$ cat src/rtl/sc_transition_sequencer_pkg.sv
// ---------------------------------------------------------------------------
// sc_transition_sequencer_pkg
// Shared definitions for the level-transition sequencer and the level/video
// blocks that decode its phase output.
//   sc_phase_e     : sequencer state encoding (also driven out on phase_OutBUS)
//   LEVEL_COUNT    : number of game levels; the level counter wraps at this
//   sc_next_level  : level + 1 modulo LEVEL_COUNT
// ---------------------------------------------------------------------------
package sc_transition_sequencer_pkg;

  localparam int LEVEL_COUNT = 4;

  typedef enum logic [2:0] {
    ST_IDLE   = 3'd0,
    ST_BLANK  = 3'd1,
    ST_SCROLL = 3'd2,
    ST_LOAD   = 3'd3,
    ST_DONE   = 3'd4
  } sc_phase_e;

  // Widened by one bit so the increment of the top level cannot silently
  // truncate before the wrap comparison.
  function automatic logic [1:0] sc_next_level(input logic [1:0] level);
    logic [2:0] level_inc;
    level_inc = {1'b0, level} + 3'd1;
    if (int'(level_inc) >= LEVEL_COUNT) begin
      return 2'd0;
    end
    return level_inc[1:0];
  endfunction

endpackage

$ cat src/rtl/sc_phase_timer.sv
// ---------------------------------------------------------------------------
// sc_phase_timer
// Free-standing phase timer for the transition sequencer. Counts from 0 up to
// all-ones and stops there; the owner clears it to start a new phase.
// Ports:
//   SC_PHTIMER_CLOCK_50     in   system clock, rising edge
//   SC_PHTIMER_RESET_InLow  in   asynchronous active-low reset
//   enable                  in   count up by one this edge
//   clear                   in   force count to zero (wins over enable)
//   eoc_OutLow              out  low while count is all-ones (end of count)
// ---------------------------------------------------------------------------
module sc_phase_timer #(
  parameter int COUNTER_DATAWIDTH_BUS = 27
) (
  input  logic SC_PHTIMER_CLOCK_50,
  input  logic SC_PHTIMER_RESET_InLow,
  input  logic enable,
  input  logic clear,
  output logic eoc_OutLow
);

  logic [COUNTER_DATAWIDTH_BUS-1:0] count;

  always_ff @(posedge SC_PHTIMER_CLOCK_50 or negedge SC_PHTIMER_RESET_InLow) begin
    if (!SC_PHTIMER_RESET_InLow) begin
      count <= '0;
    end else if (clear) begin
      count <= '0;
    end else if (enable) begin
      count <= count + 1'b1;
    end
  end

  assign eoc_OutLow = ~(&count);

endmodule

$ cat src/rtl/sc_transition_sequencer.sv
// ---------------------------------------------------------------------------
// sc_transition_sequencer
// Sequences a level change: blank the screen, scroll the road in, load the
// next level number, then pulse done. BLANK and SCROLL each last
// 2^COUNTER_DATAWIDTH_BUS clocks of un-paused time.
// Ports:
//   SC_TRANSEQ_CLOCK_50          in   system clock, rising edge
//   SC_TRANSEQ_RESET_InLow       in   asynchronous active-low reset
//   SC_TRANSEQ_start_InLow       in   level-transition request (level)
//   SC_TRANSEQ_pause_InLow       in   freezes timed phases while low
//   SC_TRANSEQ_level_InBUS       in   current game level
//   SC_TRANSEQ_busy_OutLow       out  low whenever not IDLE
//   SC_TRANSEQ_blank_OutLow      out  low in BLANK
//   SC_TRANSEQ_scroll_OutLow     out  low in SCROLL
//   SC_TRANSEQ_done_OutLow       out  low for the single DONE cycle
//   SC_TRANSEQ_levelnext_OutBUS  out  registered next level
//   SC_TRANSEQ_phase_OutBUS      out  current state encoding
// ---------------------------------------------------------------------------
module sc_transition_sequencer
  import sc_transition_sequencer_pkg::*;
#(
  parameter int COUNTER_DATAWIDTH_BUS = 27
) (
  input  logic       SC_TRANSEQ_CLOCK_50,
  input  logic       SC_TRANSEQ_RESET_InLow,
  input  logic       SC_TRANSEQ_start_InLow,
  input  logic       SC_TRANSEQ_pause_InLow,
  input  logic [1:0] SC_TRANSEQ_level_InBUS,
  output logic       SC_TRANSEQ_busy_OutLow,
  output logic       SC_TRANSEQ_blank_OutLow,
  output logic       SC_TRANSEQ_scroll_OutLow,
  output logic       SC_TRANSEQ_done_OutLow,
  output logic [1:0] SC_TRANSEQ_levelnext_OutBUS,
  output logic [2:0] SC_TRANSEQ_phase_OutBUS
);

  sc_phase_e state;
  sc_phase_e state_next;
  logic      timed_phase;
  logic      timer_enable;
  logic      timer_clear;
  logic      timer_eoc_OutLow;
  logic      timer_eoc;
  logic      phase_exit;
  logic [1:0] level_next_reg;

  assign timed_phase = (state == ST_BLANK) || (state == ST_SCROLL);
  assign timer_eoc   = ~timer_eoc_OutLow;

  // Pause wins over end-of-count: the phase only exits on an edge where the
  // timer is saturated and pause is released, so a paused timer sits at
  // all-ones with eoc still active.
  assign phase_exit   = timed_phase && timer_eoc && SC_TRANSEQ_pause_InLow;
  assign timer_enable = timed_phase && SC_TRANSEQ_pause_InLow && !timer_eoc;
  assign timer_clear  = !timed_phase || phase_exit;

  sc_phase_timer #(
    .COUNTER_DATAWIDTH_BUS(COUNTER_DATAWIDTH_BUS)
  ) u_phase_timer (
    .SC_PHTIMER_CLOCK_50   (SC_TRANSEQ_CLOCK_50),
    .SC_PHTIMER_RESET_InLow(SC_TRANSEQ_RESET_InLow),
    .enable                (timer_enable),
    .clear                 (timer_clear),
    .eoc_OutLow            (timer_eoc_OutLow)
  );

  always_ff @(posedge SC_TRANSEQ_CLOCK_50 or negedge SC_TRANSEQ_RESET_InLow) begin
    if (!SC_TRANSEQ_RESET_InLow) begin
      state <= ST_IDLE;
    end else begin
      state <= state_next;
    end
  end

  // Start is level-sensitive: a request still held low when DONE returns to
  // IDLE launches another transition one cycle later.
  always_comb begin
    state_next = state;
    case (state)
      ST_IDLE: begin
        if (!SC_TRANSEQ_start_InLow) begin
          state_next = ST_BLANK;
        end
      end
      ST_BLANK: begin
        if (phase_exit) begin
          state_next = ST_SCROLL;
        end
      end
      ST_SCROLL: begin
        if (phase_exit) begin
          state_next = ST_LOAD;
        end
      end
      ST_LOAD: state_next = ST_DONE;
      ST_DONE: state_next = ST_IDLE;
      default: state_next = ST_IDLE;
    endcase
  end

  always_ff @(posedge SC_TRANSEQ_CLOCK_50 or negedge SC_TRANSEQ_RESET_InLow) begin
    if (!SC_TRANSEQ_RESET_InLow) begin
      level_next_reg <= 2'd0;
    end else if (state == ST_LOAD) begin
      level_next_reg <= sc_next_level(SC_TRANSEQ_level_InBUS);
    end
  end

  assign SC_TRANSEQ_busy_OutLow      = (state == ST_IDLE);
  assign SC_TRANSEQ_blank_OutLow     = (state != ST_BLANK);
  assign SC_TRANSEQ_scroll_OutLow    = (state != ST_SCROLL);
  assign SC_TRANSEQ_done_OutLow      = (state != ST_DONE);
  assign SC_TRANSEQ_levelnext_OutBUS = level_next_reg;
  assign SC_TRANSEQ_phase_OutBUS     = state;

endmodule

$ cat config.mk
export PLATFORM = sky130hd
export DESIGN_NAME = sc_transition_sequencer
export DESIGN_NICKNAME = d
export VERILOG_FILES = /design/src/rtl/sc_transition_sequencer_pkg.sv /design/src/rtl/sc_phase_timer.sv /design/src/rtl/sc_transition_sequencer.sv
export SDC_FILE = /design/constraint.sdc
export NUM_CORES = 1
export LEC_CHECK = 0
export ABC_AREA = 1
export CORE_MARGIN = 10
export CORE_UTILIZATION = 30
export DETAILED_ROUTE_END_ITERATION = 7
export MAX_ROUTING_LAYER = met4
export PLACE_DENSITY = 0.58
export SYNTH_ARGS = -nofsm -noshare
export SYNTH_HDL_FRONTEND = slang
export SYNTH_SLANG_ARGS = --single-unit
$ cat constraint.sdc
create_clock -name SC_TRANSEQ_CLOCK_50 -period 1.65 [get_ports SC_TRANSEQ_CLOCK_50]
set_input_delay 0.33 -clock SC_TRANSEQ_CLOCK_50 [delete_from_list [all_inputs] [get_ports SC_TRANSEQ_CLOCK_50]]
set_output_delay 0.33 -clock SC_TRANSEQ_CLOCK_50 [all_outputs]
set_load 0.02 [all_outputs]
==> results of run 1 <==
-- per-layer routing --
layer  part of all wire  track usage  routed length (µm)
met3              0.046      0.02630                 200
met1               0.48       0.1174                2092
met5                  0            -                   0
met4              0.013      0.03308                  57
met2               0.46       0.1428                2005
-- cell families (layout without fill, tap and decap cells) --
kind of cell	Yosys count	in the layout	synth area share
buffers and inverters	31	68	0.07370
flip-flops	32	32	0.4250
XOR/XNOR	7	7	0.03254
adder cells (fa/ha/maj)	2	2	0.01328
AO/OA/AOI/OAI	12	12	0.03652
AND/OR/NAND/NOR	165	165	0.4190
-- timing repair --
action,in CTS,in global routing
gates resized for setup,11,26
pin swaps,0,10
gates cloned,0,1
hold buffers,0,0
endpoints found under the setup margin,7,25
-- worst max-delay path, cell delays in order (launching register included) --
cell and delay (ps):
dfrtp_1 410, nor2_2 150, nand2_2 90, dlygate4sd2_1 330
-- per-stage QoR --
step,TNS [ps],std cells
floorplan,0,249
global route,-364.5,361
CTS,0,360
global placement,0,352
detailed placement,-25.67,352
finish,0,361
-- layout make-up --
cell class	instances	area, µm²	area share
sequential	32	800.8	0.3250
inverter	27	101.3	0.04114
tap	75	93.84	0.03809
multi-input combinational	186	1046	0.4246
clock inverter	2	35.03	0.01422
clock buffer	6	72.57	0.02946
timing repair buffer	33	314.1	0.1275
-- where the power goes --
part | switching [mW] | internal [mW] | total, mW
sequential | 0.0587 | 0.853 | 0.912
combinational | 0.161 | 0.130 | 0.291
clock | 0.300 | 0.448 | 0.748
total | 0.520 | 1.43 | 1.95
-- how the worst min path moves through the flow --
stage,startpoint,end,slack (ps),cells past startpoint
4_1_cts,SC_TRANSEQ_RESET_InLow,u_phase_timer.count[8],410,2
3_5_place_dp,SC_TRANSEQ_levelnext_OutBUS[1],SC_TRANSEQ_levelnext_OutBUS[1],460,2
2_1_floorplan,SC_TRANSEQ_RESET_InLow,SC_TRANSEQ_levelnext_OutBUS[0],30,0
6_report,SC_TRANSEQ_RESET_InLow,u_phase_timer.count[6],410,2
3_3_place_gp,SC_TRANSEQ_levelnext_OutBUS[1],SC_TRANSEQ_levelnext_OutBUS[1],450,2
5_1_grt,SC_TRANSEQ_RESET_InLow,u_phase_timer.count[23],430,2
-- layout by cell type (no fill, tap or decap), drive strengths merged --
cell / synthesis / routed
dlygate4sd2: 0 / 5
nand3b: 2 / 2
a31oi: 1 / 1
and3: 1 / 1
nor2: 57 / 57
o31ai: 1 / 1
nor3b: 2 / 2
clkbuf: 0 / 7
nor3: 6 / 6
clkdlybuf4s15: 0 / 1
a21oi: 7 / 7
bufinv: 0 / 1
dfrtp: 32 / 32
o21ai: 1 / 1
inv: 27 / 27
clkinv: 0 / 1
clkdlybuf4s50: 0 / 7
xnor2: 1 / 1
nand4: 6 / 6
nand3: 22 / 22
nand2: 69 / 69
xor2: 6 / 6
ha: 2 / 2
o21bai: 2 / 2
buf: 4 / 19
-- sequential cells by signal (all words and copies together) (netlist names) --
register                     flops
SC_TRANSEQ_phase_OutBUS          3
SC_TRANSEQ_levelnext_OutBUS      2
u_phase_timer.count             27
==> metrics.csv, run 1 <==
stage,metric,value,unit
outcome,status,completed,
timing,tightest_slew,373.6,ps
worst_setup_path,start_kind,flip-flop,
synth,avgSynthCellArea,7.567,µm²
pwr,power,1.951,mW
clocking,worstSkewPairLatency,290,ps
synth,synth.net_count,257,
global_route,grt_max_degree,33,
route,wl_per_cell,12.06,µm
placement,dp_slack,-11.85,ps
die,core_area,6026,µm²
global_route,gr-total-overflow,0,
global_route,antenna_found_initial,0,
clocking,h-tree-depth,2,
synth,yosysUniqueCellTypes,26,
timing,post-route-min-period,1613,ps
die,design.die.area,9851,µm²
synth,syn_inst,249,
clocking,post_cts_buffers,0,
synth,yosys.area.top_type,dfrtp_1,
synth,yosys-top-cells-area,"dfrtp_1, nand2_1, nor2_1",
finish,nFillCells,626,
global_route,gr-usage-all-layers,0.09437,
synth,yosys_register_bits,32,
run,cap_violations,0,
placement,dp_hpwl,3136,µm
finish,synthToLayoutAreaGrowth,30.74,%
pwr,power_leakage,1.124,nW
synth,postSynth.asyncResetShare,1.000,
synth,yosysSeqAreaShare,0.4250,
route,via_per_inst,4.632,
worst_setup_path,rr_startpoint,u_phase_timer.count[1],
route,firstDrtPassIters,5,
worst_setup_path,worstPathArrival,1280,ps
timing,rsz0062_at_grt,true,
worst_setup_path,worst_r2r_path_depth,9,
finish,drive_gt1_frac,0.2168,
synth,ys.flop_type,dfrtp_1,
worst_setup_path,critPathRequiredTime,1320,ps
finish,n_antenna_cell,0,
timing,setup_viol,0,
die,die_x,99.25,µm
route,drc_errors,0,
die,pin_count,15,
finish,nets,293,
clocking,cts.sink_count,32,
global_route,grt_pass1_wl,7521,µm
route,drtIter0Drc,103,
route,vias,1672,
timing,finalClockSkew,10.63,ps
timing,hold_ws,409.4,ps
placement,gp_congestion,0.8542,
worst_setup_path,rr_endpoint,u_phase_timer.count[12],
die,dieHeight,99.25,µm
finish,stdcell_area,2464,µm²
route,drtAntennaViolNets,0,
worst_setup_path,worst-r2r-setup-slack,70,ps
pwr,p_per_area,792.0,nW/µm²
worst_setup_path,crit_type,flip-flop to output pin,
synth,ys_warn_count,0,
timing,period_share,0.9776,
worst_setup_path,critPathLaunch,SC_TRANSEQ_phase_OutBUS[0],
clocking,clkTransAtPathRegs,70,ps
synth,syn-cell-area,1884,µm²
synth,yosysTopAreaCellShare,0.4250,
timing,drv_slew,0,
placement,io_buffers,14,
placement,post_dp_cell_area,2241,µm²
synth,synth_edf_count,0,
worst_setup_path,worstPathMaxFanout,4,
die,initial_utilization,0.3127,
clocking,clockRootBuffer,clkbuf_8,
finish,fin_util,0.4088,
timing,final_hold_viol_count,0,
pwr,peakVddDrop,0.6428,mV
timing,setup_ws,37.00,ps
synth,post-synth-top-count-cell,nand2_1,
synth,synth_common_cells,"nand2_1, nor2_1, dfrtp_1",
route,wl,4355,µm
clocking,cts_made_buffers,5,
min_path,hold_class,input port to asynchronous set/reset pin,
worst_setup_path,crit_end,SC_TRANSEQ_scroll_OutLow,
clocking,cts_tree,built,
die,rows,28,
global_route,grt_pass1_vias,1669,
timing,fmax,620.0,MHz
timing,maxSlewHeadroom,0.7500,
worst_setup_path,worstSetupEndpointType,output pin,
clocking,cts.path.max_buffers,2,
Power figures use the tool's default switching activity.
==> inputs of run 2 (changes only) <==
--- a/config.mk
+++ b/config.mk
@@ -6,11 +6,13 @@
 export NUM_CORES = 1
 export LEC_CHECK = 0
 export ABC_AREA = 1
+export CELL_PAD_IN_SITES_DETAIL_PLACEMENT = 2
+export CELL_PAD_IN_SITES_GLOBAL_PLACEMENT = 2
 export CORE_MARGIN = 10
 export CORE_UTILIZATION = 30
 export DETAILED_ROUTE_END_ITERATION = 7
 export MAX_ROUTING_LAYER = met4
-export PLACE_DENSITY = 0.58
+export PLACE_DENSITY = 0.82
 export SYNTH_ARGS = -nofsm -noshare
 export SYNTH_HDL_FRONTEND = slang
 export SYNTH_SLANG_ARGS = --single-unit
==> run 2 against run 1 <==
Net effect:
- cell count is 0.28% higher
- first-iteration DRC count shrank 42%
- die area unchanged
- cell area is 1.5% lower
==> metrics.csv, run 2 (synthesis gave the netlist of run 1 again) <==
stage,metric,value,unit,change
route,route.met2.wl,3362,µm,+68%
finish,largest-register,u_phase_timer.count,,
placement,io_buffers,14,,unchanged
timing,post-route-min-period,1581,ps,-32.09 ps
pwr,p_int,1.331,mW,-7.0%
timing,finalClockSkew,3.600,ps,-7.029 ps
worst_setup_path,rr_startpoint,SC_TRANSEQ_phase_OutBUS[0],,
global_route,antenna_found_initial,0,,unchanged
route,wl_per_cell,17.41,µm,+44%
route,met1_length,2707,µm,+29%
route,drc_errors,0,,unchanged
pwr,switching_share,0.2984,,+0.03175
route,drtAntennaViolNets,0,,unchanged
finish,n_antenna_cell,0,,unchanged
clocking,hold_buffers,0,,unchanged
route,via_per_inst,4.939,,+6.6%
worst_setup_path,worstSetupEndpointType,flip-flop,,
clocking,h-tree-depth,2,,unchanged
route,vias,1788,,+6.9%
pwr,power.switching,0.5662,mW,+8.8%
placement,dp_hpwl,4415,µm,+41%
timing,period_share,0.9581,,-0.01945
global_route,grt_pass1_vias,2049,,+23%
timing,fmax,632.5,MHz,+2.0%
placement,gp_congestion,0.7907,,-7.4%
worst_setup_path,worstPathMaxFanout,8,,+4
finish,final_cells,362,,+0.28%
clocking,cts_made_buffers,5,,unchanged
finish,largest_reg_flops,27,,unchanged
worst_setup_path,worstPathArrival,1760,ps,+480 ps
clocking,clockRootBuffer,clkbuf_8,,
outcome,status,completed,,
pwr,p_per_area,781.7,nW/µm²,-1.3%
global_route,grt_max_degree,33,,unchanged
timing,maxSlewHeadroom,0.7584,,+0.008346
pwr,combPwrFrac,0.171,,+0.022
die,design.die.area,9851,µm²,unchanged
clocking,cts.sink_count,32,,unchanged
die,initial_utilization,0.3127,,unchanged
pwr,power_leakage,1.121,nW,-0.23%
placement,post_dp_cell_area,2223,µm²,-0.78%
worst_setup_path,crit_type,flip-flop to flip-flop,,
clocking,worstSkewPairLatency,290,ps,about the same
finish,drive_gt1_frac,0.2474,,+0.03060
min_path,hold_class,input port to asynchronous set/reset pin,,
die,rows,28,,unchanged
finish,final_cell_mix,"nand2_1, nor2_1, dfrtp_1",,
timing,final_hold_viol_count,0,,unchanged
pwr,power.share.clock,0.343,,-0.041
route,wl_met3,156,µm,-22%
clocking,cts.path.max_buffers,2,,unchanged
die,dieHeight,99.25,µm,unchanged
finish,nets,294,,+0.34%
die,pin_count,15,,unchanged
finish,synthToLayoutAreaGrowth,28.82,%,
route,wl,6301,µm,+45%
global_route,gr-usage-all-layers,0.1318,,+0.03745
worst_setup_path,critPathLaunch,SC_TRANSEQ_phase_OutBUS[0],,
pwr,sequentialPowerShare,0.486,,+0.019
worst_setup_path,critPathRequiredTime,1830,ps,+510 ps
placement,place_inst,348,,-1.1%
route,highest_layer,met4,,
timing,tightest_slew,361.1,ps,-12.47 ps
run,cap_violations,0,,unchanged
global_route,grt_pass1_wl,10370,µm,+38%
clocking,clkTransAtPathRegs,70,ps,about the same
timing,drv_slew,0,,unchanged
timing,rsz0062_at_grt,true,,
worst_setup_path,start_kind,flip-flop,,
route,firstDrtPassIters,4,,-1
global_route,gr-total-overflow,0,,unchanged
die,core_area,6026,µm²,unchanged
die,die_x,99.25,µm,unchanged
finish,stdcell_area,2427,µm²,-1.5%
finish,final_common_cell,nand2_1,,
timing,setup_viol,0,,unchanged
clocking,cts_tree,built,,
route,drtIter0Drc,60,,-42%
pwr,peakVddDrop,0.4418,mV,-31%
run 2: cell types whose count changed in the layout (fill, tap and decap cells not counted), sizes merged:
cell,change
clkinv,-1
clkbuf,+4
buf,+1
dlygate4sd2,-2
bufinv,-1
run 2: power groups by stage:
| stage | Clock, mW | Sequential (mW) | Combinational [mW] |
|---|---|---|---|
| after floorplan | 0 | 0.914 | 0.188 |
| after global placement | 0 | 0.926 | 0.273 |
| after detailed placement | 0 | 0.929 | 0.289 |
| after CTS | 0.671 | 0.914 | 0.291 |
| after global routing | 0.691 | 0.937 | 0.365 |
| final | 0.651 | 0.923 | 0.324 |
run 2: final cells by class:
cell class,count,area [µm²]
clock buffers,8,90.09
inverters,27,103.9
well taps,75,93.84
flip-flops and latches,32,802.0
fillers,706,3598
repair buffers,34,317.8
multi-input cells,186,1020
run 2: per-stage QoR:
stage	util	TNS (ps)	worst slack, ps	hold WS (ps)	power, mW
6_report	0.4028	0	69.09	422.0	1.897
3_5_place_dp	0.3690	-1019	-85.32	470.7	1.218
3_3_place_gp	0.3690	-3.926	-2.305	460.9	1.199
4_1_cts	0.3850	0	1.221	421.8	1.876
5_1_grt	0.4028	-167.4	-57.21	436.1	1.993
2_1_floorplan	-	0	113.7	34.41	1.103
run 2: timing repair:
action,CTS,global route
hold endpoints to repair,0,0
gates resized for setup,16,25
pin swaps,1,6
setup endpoints to repair,18,29
buffers inserted,0,6
run 2: metal layers:
layer	GRT usage	up-vias
li1	-	856
met4	0.02756	0
met2	0.2370	25
met5	-	-
met3	0.02976	9
met1	0.1448	898
run 2: worst paths after layout:
path | end | slack (ps) | depth (start not counted)
worst min register to register | SC_TRANSEQ_levelnext_OutBUS[1] | 480 | 2
worst min-delay path | u_phase_timer.count[14] | 420 | 2
min in group SC_TRANSEQ_CLOCK_50 | SC_TRANSEQ_levelnext_OutBUS[1] | 480 | 2
max in group asynchronous | SC_TRANSEQ_phase_OutBUS[2] | 1040 | 2
worst max register to register | u_phase_timer.count[22] | 70 | 10
worst max-delay path | u_phase_timer.count[22] | 70 | 10
run 2: worst max-delay path, cell delays in order, from the launching register on:
cell,delay (ps)
dfrtp_1,420
buf_4,170
nand3_2,110
nand2_4,90
nand2_4,120
buf_12,140
nand3_2,130
nor2_2,130
nand2_1,60
nand2_1,60
nor2_1,40
